[config.mk]
export PLATFORM = sky130hd
export DESIGN_NAME = ps2_host_tx_flat
export DESIGN_NICKNAME = d
export VERILOG_FILES = /design/src/rtl/ps2_host_tx_if.sv /design/src/rtl/ps2_host_tx.sv /design/src/flat_wrapper.sv
export SDC_FILE = /design/constraint.sdc
export NUM_CORES = 1
export LEC_CHECK = 0
export BUFFER_PORTS_ARGS = -buffer_cell sky130_fd_sc_hd__buf_2
export CORE_MARGIN = 2
export CORE_UTILIZATION = 30
export DETAILED_ROUTE_END_ITERATION = 7
export SYNTH_ARGS = -nofsm -noshare
export SYNTH_HDL_FRONTEND = slang
export SYNTH_SLANG_ARGS = --single-unit
[constraint.sdc]
create_clock -name clk -period 4.53 [get_ports clk]
set_clock_uncertainty 0.2 [all_clocks]
set_input_delay 0.906 -clock clk [delete_from_list [all_inputs] [get_ports clk]]
set_output_delay 0.906 -clock clk [all_outputs]
set_load 0.005 [all_outputs]
[src/rtl/ps2_host_tx_if.sv]
// Request/status bundle between a command producer and the PS/2 host transmitter.
interface ps2_host_tx_if;
  logic [7:0] tx_data;
  logic       tx_valid;
  logic       tx_ready;
  logic       done;
  logic       ack_err;
  logic       timeout_err;

  modport master (
    output tx_data, tx_valid,
    input  tx_ready, done, ack_err, timeout_err
  );

  modport slave (
    input  tx_data, tx_valid,
    output tx_ready, done, ack_err, timeout_err
  );
endinterface

[src/rtl/ps2_host_tx.sv]
// PS/2 host-to-device byte transmitter: inhibit, request-to-send, 11-clock frame, ACK check.
// Define PS2_TX_ACK_CHECK_EN to report a device NACK on ack_err; otherwise the ACK bit is ignored.
module ps2_host_tx #(
  parameter int INHIBIT_CYCLES = 10000,
  parameter int TIMEOUT_CYCLES = 2000000
) (
  input  logic         clk,
  input  logic         rst_n,
  ps2_host_tx_if.slave tx_if,
  input  logic         ps2_clk,
  input  logic         ps2_data,
  output logic         ps2_clk_drv,
  output logic         ps2_data_drv
);
  localparam int INH_W = $clog2(INHIBIT_CYCLES + 1);
  localparam int TO_W  = $clog2(TIMEOUT_CYCLES + 1);
  localparam logic [INH_W-1:0] INH_LAST = INH_W'(INHIBIT_CYCLES - 1);
  localparam logic [TO_W-1:0]  TO_LAST  = TO_W'(TIMEOUT_CYCLES - 1);

  typedef enum logic [2:0] {
    IDLE,
    INHIBIT,
    RTS,
    XFER,
    ACK,
    WAIT_IDLE
  } state_t;

  state_t           state;
  state_t           state_nxt;
  logic [7:0]       clk_sr;
  logic [7:0]       data_sr;
  logic             clk_f;
  logic             data_f;
  logic             clk_f_d;
  logic             clk_fall;
  logic             clk_edge;
  logic [8:0]       frame;
  logic [3:0]       bit_idx;
  logic [INH_W-1:0] inh_cnt;
  logic [TO_W-1:0]  to_cnt;
  logic             accept;
  logic             to_run;
  logic             timed_out;
  logic             clk_drv;
  logic             data_drv;
  logic             ready;
  logic             done_p;
  logic             ack_err_p;
  logic             timeout_p;
`ifdef PS2_TX_ACK_CHECK_EN
  logic             ack_take;
  logic             ack_bad;
`endif

  // The filtered lines only move once eight consecutive samples agree.
  always_ff @(posedge clk or negedge rst_n) begin
    if (!rst_n) begin
      clk_sr  <= '1;
      data_sr <= '1;
      clk_f   <= 1'b1;
      data_f  <= 1'b1;
      clk_f_d <= 1'b1;
    end else begin
      clk_sr  <= {clk_sr[6:0], ps2_clk};
      data_sr <= {data_sr[6:0], ps2_data};
      if (clk_sr == 8'hFF)
        clk_f <= 1'b1;
      else if (clk_sr == 8'h00)
        clk_f <= 1'b0;
      if (data_sr == 8'hFF)
        data_f <= 1'b1;
      else if (data_sr == 8'h00)
        data_f <= 1'b0;
      clk_f_d <= clk_f;
    end
  end

  assign clk_fall  = clk_f_d & ~clk_f;
  assign clk_edge  = clk_f_d ^ clk_f;
  assign timed_out = (to_cnt == TO_LAST);

  always_ff @(posedge clk or negedge rst_n) begin
    if (!rst_n)
      state <= IDLE;
    else
      state <= state_nxt;
  end

  always_comb begin
    state_nxt = state;
    ready     = 1'b0;
    clk_drv   = 1'b0;
    data_drv  = 1'b0;
    done_p    = 1'b0;
    ack_err_p = 1'b0;
    timeout_p = 1'b0;
    accept    = 1'b0;
    to_run    = 1'b0;
`ifdef PS2_TX_ACK_CHECK_EN
    ack_take  = 1'b0;
`endif
    case (state)
      IDLE: begin
        ready = 1'b1;
        if (tx_if.tx_valid) begin
          accept    = 1'b1;
          state_nxt = INHIBIT;
        end
      end
      INHIBIT: begin
        clk_drv = 1'b1;
        if (inh_cnt == INH_LAST) begin
          data_drv  = 1'b1;
          state_nxt = RTS;
        end
      end
      RTS: begin
        data_drv = 1'b1;
        to_run   = 1'b1;
        if (clk_fall)
          state_nxt = XFER;
      end
      XFER: begin
        data_drv = ~frame[bit_idx];
        to_run   = 1'b1;
        if (clk_fall && bit_idx == 4'd8)
          state_nxt = ACK;
      end
      ACK: begin
        to_run = 1'b1;
        if (clk_fall) begin
`ifdef PS2_TX_ACK_CHECK_EN
          ack_take  = 1'b1;
`endif
          state_nxt = WAIT_IDLE;
        end
      end
      WAIT_IDLE: begin
        to_run = 1'b1;
        if (clk_f && data_f) begin
`ifdef PS2_TX_ACK_CHECK_EN
          ack_err_p = ack_bad;
          done_p    = ~ack_bad;
`else
          done_p    = 1'b1;
`endif
          state_nxt = IDLE;
        end
      end
      default: state_nxt = IDLE;
    endcase

    // A stalled device wins over whatever the frame was about to do.
    if (to_run && timed_out) begin
      clk_drv   = 1'b0;
      data_drv  = 1'b0;
      done_p    = 1'b0;
      ack_err_p = 1'b0;
      timeout_p = 1'b1;
      state_nxt = IDLE;
    end
  end

  always_ff @(posedge clk or negedge rst_n) begin
    if (!rst_n) begin
      frame   <= '0;
      bit_idx <= '0;
      inh_cnt <= '0;
      to_cnt  <= '0;
`ifdef PS2_TX_ACK_CHECK_EN
      ack_bad <= 1'b0;
`endif
    end else begin
      if (accept) begin
        frame   <= {~^tx_if.tx_data, tx_if.tx_data};
        bit_idx <= '0;
        inh_cnt <= '0;
      end else begin
        if (state == INHIBIT)
          inh_cnt <= inh_cnt + 1'b1;
        if (state == XFER && clk_fall && bit_idx != 4'd8)
          bit_idx <= bit_idx + 1'b1;
      end
      // INHIBIT is not a counting state, so the count is already zero on RTS entry.
      if (!to_run || clk_edge)
        to_cnt <= '0;
      else
        to_cnt <= to_cnt + 1'b1;
`ifdef PS2_TX_ACK_CHECK_EN
      if (ack_take)
        ack_bad <= data_f;
`endif
    end
  end

  assign ps2_clk_drv       = clk_drv;
  assign ps2_data_drv      = data_drv;
  assign tx_if.tx_ready    = ready;
  assign tx_if.done        = done_p;
  assign tx_if.ack_err     = ack_err_p;
  assign tx_if.timeout_err = timeout_p;
endmodule

[src/flat_wrapper.sv]
// flat-port wrapper written by rule: the top's interface ports become plain ports
module ps2_host_tx_flat 
#(
  parameter int INHIBIT_CYCLES = 10000,
  parameter int TIMEOUT_CYCLES = 2000000
)
  (clk, rst_n, ps2_clk, ps2_data, ps2_clk_drv, ps2_data_drv, tx_if_tx_data, tx_if_tx_valid, tx_if_tx_ready, tx_if_done, tx_if_ack_err, tx_if_timeout_err);
  ps2_host_tx_if tx_if_i ();
  input  logic clk;
  input  logic rst_n;
  input  logic ps2_clk;
  input  logic ps2_data;
  output logic ps2_clk_drv;
  output logic ps2_data_drv;
  input wire logic [$bits(tx_if_i.tx_data)-1:0] tx_if_tx_data;
  input wire logic [$bits(tx_if_i.tx_valid)-1:0] tx_if_tx_valid;
  output wire logic [$bits(tx_if_i.tx_ready)-1:0] tx_if_tx_ready;
  output wire logic [$bits(tx_if_i.done)-1:0] tx_if_done;
  output wire logic [$bits(tx_if_i.ack_err)-1:0] tx_if_ack_err;
  output wire logic [$bits(tx_if_i.timeout_err)-1:0] tx_if_timeout_err;
  assign tx_if_i.tx_data = tx_if_tx_data;
  assign tx_if_i.tx_valid = tx_if_tx_valid;
  assign tx_if_tx_ready = tx_if_i.tx_ready;
  assign tx_if_done = tx_if_i.done;
  assign tx_if_ack_err = tx_if_i.ack_err;
  assign tx_if_timeout_err = tx_if_i.timeout_err;
  ps2_host_tx #(.INHIBIT_CYCLES(INHIBIT_CYCLES), .TIMEOUT_CYCLES(TIMEOUT_CYCLES)) u_core (.clk(clk), .rst_n(rst_n), .tx_if(tx_if_i), .ps2_clk(ps2_clk), .ps2_data(ps2_data), .ps2_clk_drv(ps2_clk_drv), .ps2_data_drv(ps2_data_drv));
endmodule
After elaboration in Yosys (flattened, before gate mapping)

Cells that the tools add are included.

Word-level logic and storage cells: 84
Output and inout port bits: 6
Bits of input ports: 13
Flip-flop bits (word level): 70

Muxes and demuxes: 32
Order comparisons: 1
Equal/unequal tests: 17
Reduce and logical (&&, ||, !) cells: 17
Bitwise logic cells: 4
$add $sub $neg: 3

Operators by type and width:

| operator              | number |
|---|---|
| $mux 14               | 2 |
| $add 21x1->21 const B | 1 |
| $eq 21x21->1 const B  | 1 |
| $mux 21               | 1 |
| $mux 3                | 7 |
| $pmux 3 s6            | 1 |
| $mux 1                | 17 |
| $eq 8x8->1 const B    | 2 |
| $logic_not 8->1       | 2 |
| $ne 3x1->1 const B    | 5 |
| $add 14x1->14 const B | 1 |
| $eq 14x14->1 const B  | 1 |
| $mux 4                | 2 |
| $reduce_bool 2->1     | 4 |
| $reduce_xnor 8->1     | 1 |
| $eq 3x2->1 const B    | 2 |
| $eq 3x3->1 const B    | 2 |
| $reduce_and 6->1      | 1 |
| $logic_and 1x1->1     | 5 |
| $lt 4x5->1 const B    | 1 |
| $add 4x1->4 const B   | 1 |
| $bmux 1 s4            | 1 |
| $eq 4x4->1 const B    | 1 |
| $ne 4x4->1 const B    | 1 |
| 10 further kinds      | 11 |

Longest topological paths before layout

Gate-level depths: netlist of run 1.

Word-level depth: 6
Mapped depth: 7
Mapped depth without buffers: 6

Worst setup path before layout of run 1

OpenSTA, ideal clock, no wires.

Path kind: reg2out
Start point: register u_core.state[2]
End point: output tx_if_done
Arrival: 1.736 ns
Cell stages (with the launch flop): 8
Data required time: 3.424 ns
Slack: 1.688 ns
Path buffers: 2
Cells stage by stage: dfrtp_1 clkbuf_1 inv_1 ha_1 nor3_1 and4b_1 buf_2 nor4_1

Cells in the longest elaborated chain, start to end: 5
Elaborated cells between the ends (all ways): 9
Classes of those cells: 4 x eq/ne; 3 x mux; 2 x reduce/logical

Ends and longest elaborated chain:

| item                                     | RTL line           | RTL |
|---|---|---|
| start, declared                          | ps2_host_tx.sv:29  | `state_t state;` |
| start signal, assigned                   | ps2_host_tx.sv:87  | `state <= state_nxt;` |
| $eq 3x2->1 or $eq 3x3->1 (tied branches) | ps2_host_tx.sv:103 | `case (state)` |
| $reduce_or 4->1 (no line)                | n/a                |  |
| $mux 1                                   | ps2_host_tx.sv:103 |  |
| $logic_and 1x1->1                        | ps2_host_tx.sv:155 | `if (to_run && timed_out) begin` |
| $mux 1 (*)                               | ps2_host_tx.sv:155 |  |
| end, declared                            | flat_wrapper.sv:18 | `output wire logic [$bits(tx_if_i.done)-1:0] tx_if_done;` |

Every way passes the cells marked *; elsewhere a longest branch is shown, timed or not.

Worst setup path in the final report of run 1

Ends and elaborated chain as after synthesis.

==> flow_summary.ini, run 1 <==
[routing]
routedWlPerCell_um = 13.1
initialDrtViolationCount = 92
wl_mm = 6.18
routed-via-count = 2297
vias_per_cell = 4.88
drcViolationCount = 0
dr.pass1.iters = 4
drtAntennaViolNets = 0

[placement]
place_area_sq_um = 3570
dpl.hpwl_mm = 4.23
port-buffer-count = 17
place_ws_ps = 1420
placed_cells = 455
place.gp.congestion = 0.772

[clocking]
cts_num_sinks = 70
cts.path.max_buffers = 2
post_cts_resize_count = 0
h-tree-depth = 3
clk_pin_slew_ps = 70
cts_hold_buf = 0
insertion_delay_ps = 350
numCtsBuffers = 9
cts_tree = yes
clockRootBuffer = clkbuf_8
post_cts_buffers = 0

[sta]
period_needed_ps = 3480
setup_viol = 0
tns_ps = 0
hold_violations = 0
slew_headroom = 0.294
slew_viol_final = 0
grt_setup_unrepaired = no
tightest_slew_ps = 1060
final.period_utilization = 0.768
worst_slack_ps = 1050
fmax_mhz = 287
holdWs_ps = 168

[pwr]
power_switching_uw = 255
swShare = 0.231
clock_power_share = 0.387
peakVddDrop_v = 0.000159
finalPower_mw = 1.10
p_leak_nw = 1.54
seqPwrFrac = 0.583
pwr-share-comb = 0.030
internal_power_uw = 848
power_density_nw_per_um2 = 296

[worst_hold_path]
hold_path_end = u_core.clk_sr[5]
hold_depth = 0
min-delay-start = u_core.clk_sr[4]
hold_path_class = reg -> reg

[floorplan]
dieArea_sq_um = 12100
rows = 38
die_w_um = 110
core_sq_um = 10900
pin_count = 19
start_util = 0.308
die_y_um = 110

[final_layout]
ff_latch_area_sq_um = 1780
fin_cells = 471
drive_above_1_share = 0.190
diodes = 0
design_area_sq_um = 3730
nets = 345
final.fill_count = 1082
area_delta_synth_final_pct = 11.0
final_util = 0.342
multi_input_area_sq_um = 1490

[synthesis]
synth_cells = 310
syn_nets = 329
yosysTopAreaCell = dfrtp_1
synth_seq_cells = 70
avgSynthCellArea_sq_um = 10.8
synth_top_cell_area_share = 0.380
synth_cell_types = 49
ys_async_sr_fraction = 1.00
synth.yosys.seq_area_share = 0.529
synth_area_leaders = dfrtp_1 38%, dfstp_2 15%, xnor2_1 3.9%, xor2_1 3.9%, nor2_1 3.2%
synth_ff_type = dfrtp_1
syn-cell-area_sq_um = 3360
yosys_warnings = 0
synth-edff-count = 0

[critical_path]
worstRegToRegCells = 5
cp-end-kind = output port
start_kind = flip-flop
r2r_slack_ps = 1970
r2r_start = u_core.state[2]
crit_required_ps = 3420
critPathArrivalTime_ps = 2370
r2r_end = u_core.to_cnt[13]
cp_max_fo = 15
worstSetupPathType = reg -> out

[global_routing]
grt_pass1_vias = 2290
grt_usage = 0.115
grt_max_degree = 46
grt_overflow = 0
grt_pass1_wl_mm = 10.8
antenna_found_initial = 0

[job]
cap_violations = 0

[run_status]
outcome = complete, no violations
## worst max path at each step
stage,endpoint,startpoint,slack (ps),depth (start not counted)
after floorplan,tx_if_done,u_core.state[2],1690,7
after global placement,tx_if_done,u_core.state[2],1470,6
after detailed placement,tx_if_done,u_core.state[2],1420,6
after CTS,tx_if_done,u_core.state[2],1040,6
after global routing,tx_if_done,u_core.state[2],860,6
final,tx_if_done,u_core.state[2],1050,6
## metal layers
layer | GRT usage | wire length (um) | share of wire
met1 | 0.154 | 3130 | 0.51
met2 | 0.181 | 2820 | 0.46
met3 | 0.0243 | 167 | 0.027
met4 | 0.0461 | 71 | 0.011
met5 | 0 | 0 | 0
## flip-flops by register name (all words and copies together), names as in the netlist
| register | count |
|---|---|
| u_core.clk_f | 1 |
| u_core.state | 3 |
| u_core.to_cnt | 21 |
| u_core.bit_idx | 4 |
| u_core.data_f | 1 |
| u_core.clk_f_d | 1 |
| u_core.data_sr | 8 |
| u_core.inh_cnt | 14 |
| u_core.frame | 9 |
| u_core.clk_sr | 8 |
## cells in the mapped netlist (all sizes together) (2+ instances only)
master	number
dfstp	19
or3	8
o21ai	11
nor2	29
dfrtp	51
nand4b	2
inv	10
or4	9
and2	6
o211ai	2
mux2	9
xor2	15
and3	4
ha	6
clkbuf	7
a21oi	14
nor3	7
nor2b	3
nand2b	2
and3b	2
a311o	2
nand4	13
xnor2	15
o31ai	5
nand2	14
nor4	3
mux2i	4
and4	3
buf	6
nand3	13
## cell usage in the layout, fill, tap and decap left out, types with 3 or more instances in the layout
cell type   n
mux2_2      9
buf_2      17
nor2b_1     3
clkbuf_8    9
clkinv_2    3
nor3_1      7
inv_1      10
and3_1      4
clkbuf_1    3
or4_1       8
ha_1        6
o31ai_1     5
nand3_1    13
nor2_1     29
and4_1      3
or3_1       8
nor4_1      3
xnor2_1    15
mux2i_1     4
nand2_1    14
dfstp_2    19
o21ai_0    11
nand4_1    13
dfrtp_1    51
and2_1      6
a21oi_1    14
xor2_1     15
## area by class of cell
class	instances	share of cell area
flip-flops and latches	70	0.476
multi-input cells	217	0.399
well taps	140	0.0470
clock buffers	12	0.0363
repair buffers	18	0.0248
inverters	10	0.0101
clock inverters	4	0.00638
## cell families (layout without fill, tap and decap cells)
group	Yosys count	count (layout)	synth area share
adder cells (fa/ha/maj)	6	6	0.0224
AO/OA/AOI/OAI	41	41	0.0782
buffers and inverters	23	44	0.0283
other	1	1	0.00112
flip-flops	70	70	0.529
XOR/XNOR	30	30	0.0782
AND/OR/NAND/NOR	125	125	0.214
multiplexers	14	14	0.0488
## worst max-delay path: stages, from the launching register on
cell and delay, ps:
dfrtp_1 610, inv_1 120, ha_1 330, nor3_1 50, and4b_1 290, nor4_1 440, buf_2 190
## power by group through the flow
stage	registers, mW	logic, mW	clock network (mW)
floorplan	0.654	0.0131	0
global placement	0.655	0.0342	0
detailed placement	0.655	0.0348	0
CTS	0.644	0.0348	0.440
global route	0.645	0.0390	0.466
finish	0.644	0.0331	0.427
No activity file was read; power rests on OpenSTA's default activity.
==> run 2, diff against run 1 <==
==> constraint.sdc (replaced) <==
create_clock -name clk -period 2.9 [get_ports clk]
set_clock_uncertainty 0.2 [all_clocks]
set_input_delay 0.58 -clock clk [delete_from_list [all_inputs] [get_ports clk]]
set_output_delay 0.58 -clock clk [all_outputs]
set_load 0.005 [all_outputs]
==> flow_summary.ini, run 2 (same netlist as run 1, synthesis figures left out) <==
[run_status]
outcome = complete, no violations

[pwr]
pwr-share-comb = 0.030
p_leak_nw = 1.57
power_switching_uw = 424
peakVddDrop_v = 0.000226
clock_power_share = 0.397
power_density_nw_per_um2 = 458
finalPower_mw = 1.76
internal_power_mw = 1.33
swShare = 0.241
seqPwrFrac = 0.572

[routing]
routed-via-count = 2383
drtAntennaViolNets = 0
dr.pass1.iters = 4
initialDrtViolationCount = 94
vias_per_cell = 4.99
drcViolationCount = 0
routedWlPerCell_um = 13.5
wl_mm = 6.45

[placement]
place_ws_ps = 261
place.gp.congestion = 0.776
dpl.hpwl_mm = 4.40
placed_cells = 460
place_area_sq_um = 3620
port-buffer-count = 17

[final_layout]
diodes = 0
final_cell_mix = 51 x dfrtp_1, 29 x nor2_1, 19 x dfstp_2, 17 x buf_2
final_common_cell = dfrtp_1
design_area_sq_um = 3830
area_delta_synth_final_pct = 14.1
final_util = 0.352
regMostFlops = u_core.to_cnt
reg_top3 = u_core.to_cnt: 21 flops, u_core.inh_cnt: 14 flops, u_core.frame: 9 flops
fin_cells = 478
drive_above_1_share = 0.225
largest_reg_flops = 21
nets = 352

[global_routing]
grt_pass1_vias = 2388
antenna_found_initial = 0
met1_usage = 0.162
grt_max_degree = 64
gr-max-usage-layer = met2
grt_pass1_wl_mm = 11.3
grt_usage = 0.122
met2_usage = 0.184
grt_overflow = 0
grt_util_met3 = 0.0302

[critical_path]
start_kind = flip-flop
crit_slowest_cell = dfrtp_1
worstSetupPathType = reg -> out
slowest_delay_ps = 480
path_cells = ha_1 > nor3_1 > and4b_2 > nor4_2 > buf_2
r2r_start = u_core.state[2]
crit_required_ps = 2120
cp-end-kind = output port
critPathArrivalTime_ps = 1990
cp_max_fo = 9
crit_path_start = u_core.state[1]

[sta]
fmax_mhz = 361
tightest_slew_ps = 592
holdWs_ps = 93.9
setup_viol = 0
final.period_utilization = 0.955
tns_ps = 0
slew_headroom = 0.605
slew_viol_final = 0
worst_slack_ps = 130
hold_violations = 0
period_needed_ps = 2770
grt_setup_unrepaired = no

[floorplan]
pin_count = 19
rows = 38
start_util = 0.308
core_sq_um = 10900
die_w_um = 110
dieArea_sq_um = 12100
die_y_um = 110

[worst_hold_path]
hold_path_class = in -> async

[clocking]
cts.path.max_buffers = 2
insertion_delay_ps = 360
h-tree-depth = 3
clk_pin_slew_ps = 70
cts_hold_buf = 0
numCtsBuffers = 9
clockRootBuffer = clkbuf_8
cts_tree = yes
cts_num_sinks = 70

[job]
cap_violations = 0
==> run 2: cell type report <==
cell class / instances / area (sq um)
fillers: 1052 / 7060
flip-flops and latches: 70 / 1780
multi-input cells: 217 / 1510
well taps: 140 / 175
repair buffers: 25 / 158
clock buffers: 10 / 128
clock inverters: 6 / 48.8
inverters: 10 / 37.5
==> run 2: timing repair <==
item	4_1_cts	5_1_grt
pin swaps	1	2
gates resized for setup	2	3
setup endpoints to repair	4	3
setup buffers	1	1
==> run 2: worst max-delay path, delay by kind of cell (launching register included) <==
kind | cells | cell delay (ps)
fa+ha+maj | 1 | 360
buf+inv | 1 | 170
flops | 1 | 480
simple gates | 3 | 630
==> run 2: worst paths after layout <==
check / end / slack [ps] / cells past startpoint
worst max-delay path: tx_if_done / 130 / 5
worst max register to register: u_core.inh_cnt[13] / 680 / 5
worst min register to register: u_core.clk_sr[5] / 170 / 0
min in group clk: u_core.clk_sr[0] / 120 / 1
max in group asynchronous: u_core.clk_sr[3] / 2030 / 2
worst min-delay path: u_core.data_sr[1] / 90 / 1
==> run 2: power groups by stage <==
stage	Sequential (mW)	Clock [mW]	Combinational [mW]
after detailed placement	1.02	0	0.0554
final	1.01	0.697	0.0533
after global placement	1.02	0	0.0551
after CTS	1.01	0.726	0.0557
after floorplan	1.02	0	0.0205
after global routing	1.01	0.767	0.0624
==> run 2: per-layer routing <==
metal,up-vias,wire length [um]
li1,1157,-
met1,1182,3150
met2,34,2950
met3,10,240
met4,0,108
met5,-,0
==> run 3, diff against run 2 <==
--- a/config.mk
+++ b/config.mk
@@ -6,9 +6,12 @@
 export NUM_CORES = 1
 export LEC_CHECK = 0
 export BUFFER_PORTS_ARGS = -buffer_cell sky130_fd_sc_hd__buf_2
+export CELL_PAD_IN_SITES_DETAIL_PLACEMENT = 1
+export CELL_PAD_IN_SITES_GLOBAL_PLACEMENT = 1
 export CORE_MARGIN = 2
 export CORE_UTILIZATION = 30
 export DETAILED_ROUTE_END_ITERATION = 7
+export PLACE_DENSITY_LB_ADDON = 0.1
 export SYNTH_ARGS = -nofsm -noshare
 export SYNTH_HDL_FRONTEND = slang
 export SYNTH_SLANG_ARGS = --single-unit
==> flow_summary.ini, run 3 (same netlist as run 1, synthesis figures left out) <==
[global_routing]
grt_overflow = 0
grt_max_degree = 71
antenna_found_initial = 0
grt_pass1_vias = 2557
grt_pass1_wl_mm = 13.1
grt_usage = 0.142

[placement]
place.gp.congestion = 0.698
dpl.hpwl_mm = 5.16
port-buffer-count = 17
place_area_sq_um = 3630
placed_cells = 462

[clocking]
clockRootBuffer = clkbuf_8
cts_num_sinks = 70
cts_tree = yes
clk_pin_slew_ps = 80
insertion_delay_ps = 350
cts.path.max_buffers = 2
h-tree-depth = 3
cts_hold_buf = 0
numCtsBuffers = 9

[final_layout]
fin_cells = 479
ff_latch_area_sq_um = 1780
final_cell_mix = 50 x dfrtp_1, 29 x nor2_1, 19 x dfstp_2, 17 x buf_2
nets = 353
diodes = 0
final_util = 0.358
regMostFlops = u_core.to_cnt
reg_top3 = u_core.to_cnt: 21 flops, u_core.inh_cnt: 14 flops, u_core.frame: 9 flops
final.fill_count = 1226
design_area_sq_um = 3900
largest_reg_flops = 21
area_delta_synth_final_pct = 16.1
final_common_cell = dfrtp_1
drive_above_1_share = 0.233
multi_input_area_sq_um = 1520

[floorplan]
die_y_um = 110
rows = 38
pin_count = 19
start_util = 0.308
dieArea_sq_um = 12100
die_w_um = 110
core_sq_um = 10900

[pwr]
peakVddDrop_v = 0.000204
clock_power_share = 0.455
power_switching_uw = 454
swShare = 0.233
internal_power_mw = 1.49
p_leak_nw = 1.62
seqPwrFrac = 0.517
pwr-share-comb = 0.028
power_density_nw_per_um2 = 499

[routing]
drtAntennaViolNets = 0
routed-via-count = 2428
dr.pass1.iters = 4
routedWlPerCell_um = 16.0
vias_per_cell = 5.07
drcViolationCount = 0
wl_mm = 7.68
initialDrtViolationCount = 90

[critical_path]
cp_top_family = simple AND/OR/NAND/NOR gates
crit_slowest_cell = or4b_4
path_buf_inv = 1
crit_top_cell = nor3_2
r2r_start = u_core.state[2]
slowest_delay_ps = 540
path_cells = or4b_4 > nor3_2 > and4b_2 > nor3_2 > buf_2
cp-end-kind = output port
r2r_end = u_core.inh_cnt[13]
critPathArrivalTime_ps = 1960
worstSetupPathType = reg -> out
start_kind = flip-flop
crit_required_ps = 2120
cp_max_fo = 5
worstRegToRegCells = 5
r2r_slack_ps = 690

[sta]
slew_viol_final = 0
period_needed_ps = 2740
holdWs_ps = 30.4
hold_violations = 0
final.period_utilization = 0.943
grt_setup_unrepaired = no
setup_viol = 0
tns_ps = 0
slew_headroom = 0.621
fmax_mhz = 366
tightest_slew_ps = 568

[worst_hold_path]
hold_path_class = in -> async

[run_status]
outcome = complete, no violations

[job]
cap_violations = 0
[run 3: timing repair]
action                                  in CTS  in global routing
gates resized for setup                      6                  1
setup buffers                                1                  0
pin swaps                                    0                  1
endpoints found under the setup margin       4                  1
[run 3: per-stage QoR]
| stage | setup WS [ps] | power (mW) |
|---|---|---|
| finish | 164 | 1.94 |
| global route | 29.3 | 2.03 |
| CTS | 63.1 | 1.98 |
| detailed placement | 250 | 1.08 |
| global placement | 250 | 1.08 |
| floorplan | 384 | 1.04 |
[run 3: final cells by class]
type,count,area share
clock inverter,4,0.00738
clock buffer,12,0.0510
tap,140,0.0449
inverter,10,0.00962
timing repair buffer,26,0.0423
multi-input combinational,217,0.389
sequential,70,0.456
[run 3: worst max path at each step]
stage               cells past startpoint      endpoint  slack [ps]         startpoint
global placement                        5    tx_if_done         250  u_core.to_cnt[11]
CTS                                     5    tx_if_done          60    u_core.state[1]
finish                                  5   ps2_clk_drv         160  u_core.to_cnt[11]
floorplan                               7    tx_if_done         380    u_core.state[2]
detailed placement                      5    tx_if_done         250  u_core.to_cnt[11]
global route                            5  ps2_data_drv          30  u_core.bit_idx[2]
[run 3: metal layers]
metal  part of all wire  vias up  GRT usage
li1                   -     1158          -
met1               0.50     1240      0.190
met2               0.46       22      0.223
met3              0.026        8     0.0344
met4              0.012        0     0.0515
met5                  0        -          0
[run 3: power by group through the flow]
stage	sequential [mW]	clock, mW	combinational, mW
finish	1.00	0.885	0.0540
global route	1.01	0.962	0.0624
CTS	1.01	0.918	0.0573
detailed placement	1.02	0	0.0570
global placement	1.02	0	0.0568
floorplan	1.02	0	0.0205
